## config.mk

```make
export PLATFORM = sky130hd
export DESIGN_NAME = vram_arbiter_flat
export DESIGN_NICKNAME = d
export VERILOG_FILES = /design/src/rtl/vram_arbiter_pkg.sv /design/src/rtl/vram_arbiter_if.sv /design/src/rtl/vram_cpu_port.sv /design/src/rtl/vram_arbiter.sv /design/src/flat_wrapper.sv
export SDC_FILE = /design/constraint.sdc
export NUM_CORES = 1
export LEC_CHECK = 0
export ABC_AREA = 1
export CAP_MARGIN = 20
export CORE_MARGIN = 2
export CORE_UTILIZATION = 35
export CTS_CLUSTER_DIAMETER = 40
export CTS_CLUSTER_SIZE = 12
export DETAILED_ROUTE_END_ITERATION = 10
export PLACE_DENSITY = 0.85
export SLEW_MARGIN = 20
export SYNTH_ARGS = -nofsm -noshare
export SYNTH_HDL_FRONTEND = slang
export SYNTH_SLANG_ARGS = --single-unit
```

## constraint.sdc

```tcl
create_clock -name clk -period 1.5 [get_ports clk]
set_clock_uncertainty 0.15 [all_clocks]
set_input_delay 0.15 -clock clk [delete_from_list [all_inputs] [get_ports clk]]
set_output_delay 0.15 -clock clk [all_outputs]
set_load 0.01 [all_outputs]
```

## src/rtl/vram_arbiter_pkg.sv

```systemverilog
// Shared constants and state encodings for the VRAM arbiter slice.
// Display geometry is the 256x240 active area split into 8x8 character cells.
package vram_arbiter_pkg;

  localparam int H_DISPLAY   = 256;
  localparam int V_DISPLAY   = 240;
  localparam int DEF_CELL_SH = 3;
  localparam int MAP_COLS    = H_DISPLAY >> DEF_CELL_SH;
  localparam int MAP_ROWS    = V_DISPLAY >> DEF_CELL_SH;

  typedef enum logic [1:0] {
    ST_IDLE = 2'd0,
    ST_BUSY = 2'd1,
    ST_DONE = 2'd2
  } cpu_state_e;

  typedef enum logic {
    OWN_CPU  = 1'b0,
    OWN_DISP = 1'b1
  } owner_e;

endpackage

```

## src/rtl/vram_arbiter_if.sv

```systemverilog
// CPU request/acknowledge port of the VRAM arbiter.
// The master holds req and its qualifiers stable until it sees a one-cycle ack.
interface vram_arbiter_if #(
  parameter int ADDR_W = 10,
  parameter int DATA_W = 8
);

  logic              cpu_req;
  logic              cpu_we;
  logic [ADDR_W-1:0] cpu_addr;
  logic [DATA_W-1:0] cpu_wdata;
  logic              cpu_ack;
  logic [DATA_W-1:0] cpu_rdata;

  modport master (
    output cpu_req, cpu_we, cpu_addr, cpu_wdata,
    input  cpu_ack, cpu_rdata
  );

  modport slave (
    input  cpu_req, cpu_we, cpu_addr, cpu_wdata,
    output cpu_ack, cpu_rdata
  );

endinterface

```

## src/rtl/vram_cpu_port.sv

```systemverilog
// CPU side of the VRAM arbiter: IDLE/BUSY/DONE handshake FSM, stall counter
// and read-data capture.
module vram_cpu_port
  import vram_arbiter_pkg::*;
#(
  parameter int DATA_W = 8,
  parameter int STAT_W = 16
) (
  input  logic              clk,
  input  logic              reset,
  input  logic              live,
  input  logic              dslot,
  input  logic              rd_vld,
  input  logic [DATA_W-1:0] ram_rdata,
  vram_arbiter_if.slave     cpu,
  output logic              cpu_issue,
  output logic [STAT_W-1:0] cpu_stalls
);

  cpu_state_e        state_p0;
  cpu_state_e        state_nxt;
  logic              stall_inc;
  logic              ack;
  logic              rd_capture;
  logic [DATA_W-1:0] rdata_p1;

  function automatic logic [STAT_W-1:0] sat_inc(input logic [STAT_W-1:0] v);
    return (&v) ? v : v + STAT_W'(1);
  endfunction

  always_ff @(posedge clk or negedge reset) begin
    if (!reset) state_p0 <= ST_IDLE;
    else        state_p0 <= state_nxt;
  end

  // The display owns the RAM on a slot, so a pending request just waits and is counted.
  always_comb begin
    state_nxt = state_p0;
    cpu_issue = 1'b0;
    stall_inc = 1'b0;
    ack       = 1'b0;
    unique case (state_p0)
      ST_IDLE: begin
        if (live && cpu.cpu_req) begin
          if (dslot) begin
            stall_inc = 1'b1;
          end else begin
            cpu_issue = 1'b1;
            state_nxt = ST_BUSY;
          end
        end
      end
      ST_BUSY: begin
        ack       = 1'b1;
        state_nxt = ST_DONE;
      end
      ST_DONE: state_nxt = ST_IDLE;
      default: state_nxt = ST_IDLE;
    endcase
  end

  assign cpu.cpu_ack = ack;

  // --- p1: RAM return for a CPU read, bypassed during ack and held afterwards
  assign rd_capture = rd_vld && !cpu.cpu_we;

  always_ff @(posedge clk or negedge reset) begin
    if (!reset)          rdata_p1 <= '0;
    else if (rd_capture) rdata_p1 <= ram_rdata;
  end

  assign cpu.cpu_rdata = rd_capture ? ram_rdata : rdata_p1;

  always_ff @(posedge clk or negedge reset) begin
    if (!reset)         cpu_stalls <= '0;
    else if (stall_inc) cpu_stalls <= sat_inc(cpu_stalls);
  end

endmodule

```

## src/rtl/vram_arbiter.sv

```systemverilog
// Single-port VRAM arbiter: fixed display fetch slots every 8th pixel of the
// active area, CPU accesses in the remaining cycles through a req/ack port.
module vram_arbiter
  import vram_arbiter_pkg::*;
#(
  parameter int ADDR_W  = 10,
  parameter int DATA_W  = 8,
  parameter int CELL_SH = DEF_CELL_SH,
  parameter int STAT_W  = 16
) (
  input  logic              clk,
  input  logic              reset,
  input  logic [8:0]        hpos,
  input  logic [8:0]        vpos,
  output logic [DATA_W-1:0] disp_data,
  output logic              disp_valid,
  vram_arbiter_if.slave     cpu,
  output logic [STAT_W-1:0] cpu_stalls,
  output logic              ram_en,
  output logic              ram_we,
  output logic [ADDR_W-1:0] ram_addr,
  output logic [DATA_W-1:0] ram_wdata,
  input  logic [DATA_W-1:0] ram_rdata
);

  logic              live_p0;
  logic              dslot;
  logic              disp_issue;
  logic              cpu_issue;
  logic [ADDR_W-1:0] disp_addr;
  logic              vld_p1;
  owner_e            owner_p1;
  logic              cpu_rd_vld;
  logic [DATA_W-1:0] disp_data_p1;

  // Accesses are held off for the first cycle after reset release so that no
  // RAM strobe is ever derived combinationally from the reset pin.
  always_ff @(posedge clk or negedge reset) begin
    if (!reset) live_p0 <= 1'b0;
    else        live_p0 <= 1'b1;
  end

  assign dslot      = !hpos[8] && (vpos < 9'(V_DISPLAY)) && (hpos[CELL_SH-1:0] == '0);
  assign disp_issue = live_p0 && dslot;
  assign disp_addr  = ADDR_W'({vpos[7:CELL_SH], hpos[7:CELL_SH]});

  vram_cpu_port #(
    .DATA_W (DATA_W),
    .STAT_W (STAT_W)
  ) u_cpu_port (
    .clk        (clk),
    .reset      (reset),
    .live       (live_p0),
    .dslot      (dslot),
    .rd_vld     (cpu_rd_vld),
    .ram_rdata  (ram_rdata),
    .cpu        (cpu),
    .cpu_issue  (cpu_issue),
    .cpu_stalls (cpu_stalls)
  );

  // --- p0: address mux, display strictly first
  always_comb begin
    ram_en    = 1'b0;
    ram_we    = 1'b0;
    ram_addr  = '0;
    ram_wdata = '0;
    if (disp_issue) begin
      ram_en   = 1'b1;
      ram_addr = disp_addr;
    end else if (cpu_issue) begin
      ram_en    = 1'b1;
      ram_we    = cpu.cpu_we;
      ram_addr  = cpu.cpu_addr;
      ram_wdata = cpu.cpu_wdata;
    end
  end

  always_ff @(posedge clk or negedge reset) begin
    if (!reset) begin
      vld_p1   <= 1'b0;
      owner_p1 <= OWN_CPU;
    end else begin
      vld_p1   <= ram_en;
      owner_p1 <= disp_issue ? OWN_DISP : OWN_CPU;
    end
  end

  // --- p1: owner tag steers the RAM return
  assign disp_valid = vld_p1 && (owner_p1 == OWN_DISP);
  assign cpu_rd_vld = vld_p1 && (owner_p1 == OWN_CPU);

  always_ff @(posedge clk or negedge reset) begin
    if (!reset)          disp_data_p1 <= '0;
    else if (disp_valid) disp_data_p1 <= ram_rdata;
  end

  assign disp_data = disp_valid ? ram_rdata : disp_data_p1;

endmodule

```

## src/flat_wrapper.sv

```systemverilog
// flat-port wrapper written by rule: the top's interface ports become plain ports
module vram_arbiter_flat import vram_arbiter_pkg::*;
#(
  parameter int ADDR_W  = 10,
  parameter int DATA_W  = 8,
  parameter int CELL_SH = DEF_CELL_SH,
  parameter int STAT_W  = 16
)
  (clk, reset, hpos, vpos, disp_data, disp_valid, cpu_stalls, ram_en, ram_we, ram_addr, ram_wdata, ram_rdata, cpu_cpu_req, cpu_cpu_we, cpu_cpu_addr, cpu_cpu_wdata, cpu_cpu_ack, cpu_cpu_rdata);
  vram_arbiter_if #(.ADDR_W(ADDR_W), .DATA_W(DATA_W)) cpu_i ();
  input  logic clk;
  input  logic reset;
  input  logic [8:0] hpos;
  input  logic [8:0] vpos;
  output logic [DATA_W-1:0] disp_data;
  output logic disp_valid;
  output logic [STAT_W-1:0] cpu_stalls;
  output logic ram_en;
  output logic ram_we;
  output logic [ADDR_W-1:0] ram_addr;
  output logic [DATA_W-1:0] ram_wdata;
  input  logic [DATA_W-1:0] ram_rdata;
  input wire logic [$bits(cpu_i.cpu_req)-1:0] cpu_cpu_req;
  input wire logic [$bits(cpu_i.cpu_we)-1:0] cpu_cpu_we;
  input wire logic [$bits(cpu_i.cpu_addr)-1:0] cpu_cpu_addr;
  input wire logic [$bits(cpu_i.cpu_wdata)-1:0] cpu_cpu_wdata;
  output wire logic [$bits(cpu_i.cpu_ack)-1:0] cpu_cpu_ack;
  output wire logic [$bits(cpu_i.cpu_rdata)-1:0] cpu_cpu_rdata;
  assign cpu_i.cpu_req = cpu_cpu_req;
  assign cpu_i.cpu_we = cpu_cpu_we;
  assign cpu_i.cpu_addr = cpu_cpu_addr;
  assign cpu_i.cpu_wdata = cpu_cpu_wdata;
  assign cpu_cpu_ack = cpu_i.cpu_ack;
  assign cpu_cpu_rdata = cpu_i.cpu_rdata;
  vram_arbiter #(.ADDR_W(ADDR_W), .DATA_W(DATA_W), .CELL_SH(CELL_SH), .STAT_W(STAT_W)) u_core (.clk(clk), .reset(reset), .hpos(hpos), .vpos(vpos), .disp_data(disp_data), .disp_valid(disp_valid), .cpu(cpu_i), .cpu_stalls(cpu_stalls), .ram_en(ram_en), .ram_we(ram_we), .ram_addr(ram_addr), .ram_wdata(ram_wdata), .ram_rdata(ram_rdata));
endmodule
```

==> PnR_summary.wiki <==
{| class="wikitable"
! Metric !! Value
|-
| Top Ports || 102
|-
| Post-synthesis register bit count || 37
|-
| Setup Total Neg Slack || -14.16 ns
|-
| Number of pins exceeding their max-slew limit in the final report || 0
|-
| Via count || 2587
|-
| Final-report setup violation count || 53
|-
| Clock tree buffer depth || 2
|-
| Violations in the final reports || negative setup slack
|-
| Pin count of the biggest net entering global routing || 23
|-
| Maximum single-stage delay on the critical path || 0.39 ns
|-
| Comb power frac || 33.9%
|-
| Critical R2R Launch || u_core.u_cpu_port.state_p0[0]$_DFFE_PN0P_
|-
| Number of global-route vias before repair || 2520
|-
| Combined area of all synthesized cells || 2040 sq um
|-
| Portion of the post-synthesis area used by sequential elements || 45.4%
|-
| Least setup slack across all paths after layout || -0.456 ns
|-
| Number of nets with antenna violations after detailed routing || 0
|-
| Post-route insts no fill || 549
|-
| Fin crit period || 1.96 ns
|-
| Switching Fraction || 30.4%
|-
| Y dimension of the die || 80.3 um
|-
| Type of the worst min-delay path || in -> async
|-
| Worst skew pair latency || 0.29 ns
|-
| Crit-path slowest cell || sky130_fd_sc_hd__dfrtp_1
|-
| Number of antenna diodes || 0
|-
| Inst Count DP || 491
|-
| Syn_area_per_cell || 7.13 sq um
|-
| Crit path capture || ram_wdata[0]
|-
| Core occupancy in the finished layout || 78.0%
|-
| DR pass1 iterations || 4
|-
| Core Box Area || 5570 sq um
|-
| Final Hold Viols || 0
|-
| TritonCTS clock tree || built
|-
| Port Buffer Count || 98
|-
| Worst R2R Setup Slack || -0.21 ns
|-
| IR drop worst, VDD || 0.000580 V
|-
| Total number of cells along the worst setup path || 7
|-
| Critical Path, Cell by Cell || or2_1, nor2_4, nand2_2, buf_6, clkbuf_16, nor2_4, buf_6
|-
| Worst path buffer plus inverter count || 3
|-
| Critical Path Sink Type || output pin
|-
| Gate count after technology mapping || 286
|-
| Row count || 27
|-
| Multi-input gate area || 1340 sq um
|-
| First-pass GRT wire length || 10900 um
|-
| Global-route congestion overflow total || 0
|-
| Reg clk slew, reported paths || 0.08 ns
|-
| Top library cells by usage in the layout, fill and taps aside || sky130_fd_sc_hd__nand2_1, sky130_fd_sc_hd__buf_4, sky130_fd_sc_hd__clkdlybuf4s50_1, sky130_fd_sc_hd__buf_6, sky130_fd_sc_hd__dfrtp_1
|-
| CP delay by family, top || simple AND/OR/NAND/NOR gates
|-
| Critical R2R Capture || u_core.u_cpu_port.cpu_stalls[2]$_DFFE_PN0P_
|-
| Reg power frac || 41.0%
|-
| Crit. Startpoint || u_core.u_cpu_port.state_p0[0]$_DFFE_PN0P_
|-
| Part of the cycle the worst path needs || 130%
|-
| Fin nets || 525
|-
| Achievable clock frequency || 511 MHz
|-
| P per Cell Area || 643 nW/um^2
|-
| Sequential cell area || 930 sq um
|-
| Share of the synthesized area in the top cell type || 45.4%
|-
| Most common cell after layout, fill and taps aside || sky130_fd_sc_hd__nand2_1
|-
| RSZ-0062 raised after global routing || yes
|-
| Area growth syn-to-layout || 113%
|-
| RD Place Congestion || 0.826
|-
| Dpl hpwl || 4400 um
|-
| Clk network pwr share || 25.2%
|-
| Total length of routed wires || 7360 um
|-
| DRC Markers || 0
|-
| Drt first-iter violations || 114
|-
| Detailed-route wire length per cell || 13.4 um
|-
| Switching power || 849 uW
|-
| Number of H-tree branching levels || 2
|-
| Clock Sinks || 37
|-
| Placed Area || 3430 sq um
|-
| Leakage power of the design || 2.29 nW
|-
| Pre-CTS worst setup slack || -0.772 ns
|-
| Max-capacitance violation count || 0
|-
| Cell depth of the worst flop-to-flop path || 9
|-
| Total global-route track usage || 21.6%
|-
| Root buffer cell || sky130_fd_sc_hd__clkbuf_8
|-
| Cell variety after synth || 23
|-
| CP Data Required Time || 1.20 ns
|-
| Warnings from Yosys || 0
|-
| Die Footprint || 6450 sq um
|-
| Average via count per standard cell || 4.71
|-
| CP startpoint kind || flop
|-
| Cell type with the highest aggregate area in the netlist || sky130_fd_sc_hd__dfrtp_1
|-
| Die X-Extent || 80.3 um
|-
| Post-synthesis net count || 335
|-
| Cell area after layout || 4350 sq um
|-
| Fraction of final layout cells sized beyond drive strength 1 || 46.5%
|-
| Crit path arrival time || 1.66 ns
|-
| Design internal power || 1.94 mW
|-
| Top post-synthesis cells by area || sky130_fd_sc_hd__dfrtp_1, sky130_fd_sc_hd__nand2_1, sky130_fd_sc_hd__inv_1, sky130_fd_sc_hd__nor2_1, sky130_fd_sc_hd__o21ai_0
|-
| Antenna violations before repair || 0
|-
| Total of fill cells in the finished design || 359
|-
| Maximum fanout along the worst path || 4
|-
| Outcome || finished, violations left
|-
| Crit Path Category || reg -> out
|-
| Number of buffers inserted during clock tree synthesis || 5
|-
| Starting density of the core || 36.6%
|}
==> state kept, by name, indices dropped and copies added (netlist names) <==
name	flops
u_core.live_p0	1
u_core.vld_p1	1
u_core.u_cpu_port.state_p0	2
u_core.u_cpu_port.cpu_stalls	16
u_core.owner_p1	1
u_core.disp_data_p1	8
u_core.u_cpu_port.rdata_p1	8
==> metal layers <==
metal  vias up  track usage [%]  wire length, um
met5         -                0                0
met4         0             7.80              153
met3        15             4.38              329
met2        86             41.4             4280
met1      1243             23.2             2600
li1       1243                -                -
==> per-stage QoR <==
step           total power, mW  hold WS [ns]
2_1_floorplan             1.32        -0.296
3_3_place_gp              1.80       -0.0694
3_5_place_dp              1.82       -0.0536
4_1_cts                   2.51         0.180
5_1_grt                   2.93         0.217
6_report                  2.79         0.187
==> power by group through the flow <==
| stage | logic (mW) | registers, mW | clock network [mW] |
|---|---|---|---|
| after floorplan | 0.192 | 1.13 | 0 |
| after global placement | 0.671 | 1.13 | 0 |
| after detailed placement | 0.685 | 1.13 | 0 |
| after CTS | 0.686 | 1.11 | 0.714 |
| after global routing | 1.01 | 1.15 | 0.771 |
| final | 0.946 | 1.14 | 0.703 |
==> worst reg2reg max path, stage by stage (launching register included) <==
cell and delay, ns:
sky130_fd_sc_hd__dfrtp_1 0.39, sky130_fd_sc_hd__or2_1 0.26, sky130_fd_sc_hd__nor2_4 0.11, sky130_fd_sc_hd__buf_4 0.12, sky130_fd_sc_hd__buf_6 0.09, sky130_fd_sc_hd__nand3_4 0.10
sky130_fd_sc_hd__nor2_4 0.18, sky130_fd_sc_hd__buf_6 0.14, sky130_fd_sc_hd__nand2_1 0.05, sky130_fd_sc_hd__nand2_1 0.07
==> layout make-up <==
cell class                 count  share of cell area (%)
sequential                    37                    21.4
clock inverter                 3                   0.403
timing repair buffer         190                    40.8
clock buffer                   5                    1.58
inverter                      32                    2.94
tap                           72                    2.07
multi-input combinational    210                    30.9
==> logic make-up (layout without fill, tap and decap cells) <==
group | Yosys count | count (layout) | share of synthesized area (%)
compound gates | 21 | 21 | 5.15
xor+xnor | 7 | 7 | 3.01
fa+ha+maj | 1 | 1 | 0.613
buf+inv | 39 | 230 | 8.28
flops | 37 | 37 | 45.4
other cells | 1 | 1 | 0.184
simple gates | 180 | 180 | 37.4
==> cell usage after synthesis <==
cell type	count
sky130_fd_sc_hd__clkbuf_1	2
sky130_fd_sc_hd__nand2_2	3
sky130_fd_sc_hd__nand3_1	7
sky130_fd_sc_hd__conb_1	1
sky130_fd_sc_hd__nand3b_1	1
sky130_fd_sc_hd__nor2_8	1
sky130_fd_sc_hd__nand4_1	4
sky130_fd_sc_hd__inv_1	30
sky130_fd_sc_hd__or2_1	2
sky130_fd_sc_hd__xnor2_1	2
sky130_fd_sc_hd__nor2_1	28
sky130_fd_sc_hd__nand2_4	2
sky130_fd_sc_hd__buf_8	1
sky130_fd_sc_hd__buf_2	3
sky130_fd_sc_hd__xor2_1	5
sky130_fd_sc_hd__nor2_2	5
sky130_fd_sc_hd__dfrtp_1	37
sky130_fd_sc_hd__inv_2	2
sky130_fd_sc_hd__nor2_4	1
sky130_fd_sc_hd__ha_1	1
sky130_fd_sc_hd__nand2_1	126
sky130_fd_sc_hd__o21ai_0	21
sky130_fd_sc_hd__buf_6	1
==> timing repair <==
item                                    4_1_cts  5_1_grt
pin swaps                                    16       13
hold endpoints to repair                     37        0
endpoints found under the setup margin       70       56
gates cloned                                  2        1
buffers inserted                             51       16
resized for setup                           245       99
hold buffers                                  1        0
==> worst min path at each step <==
stage	from	end	slack, ns	cells after the start
finish	reset	u_core.disp_data_p1[5]$_DFF_PN0_	0.19	2
global route	reset	u_core.disp_data_p1[5]$_DFF_PN0_	0.22	2
CTS	reset	u_core.live_p0$_DFF_PN0_	0.18	2
detailed placement	reset	u_core.u_cpu_port.rdata_p1[1]$_DFF_PN0_	-0.05	1
global placement	reset	u_core.u_cpu_port.rdata_p1[1]$_DFF_PN0_	-0.07	1
floorplan	reset	u_core.disp_data_p1[0]$_DFF_PN0_	-0.30	0
Note: power is estimated with default switching activity, not from simulation.
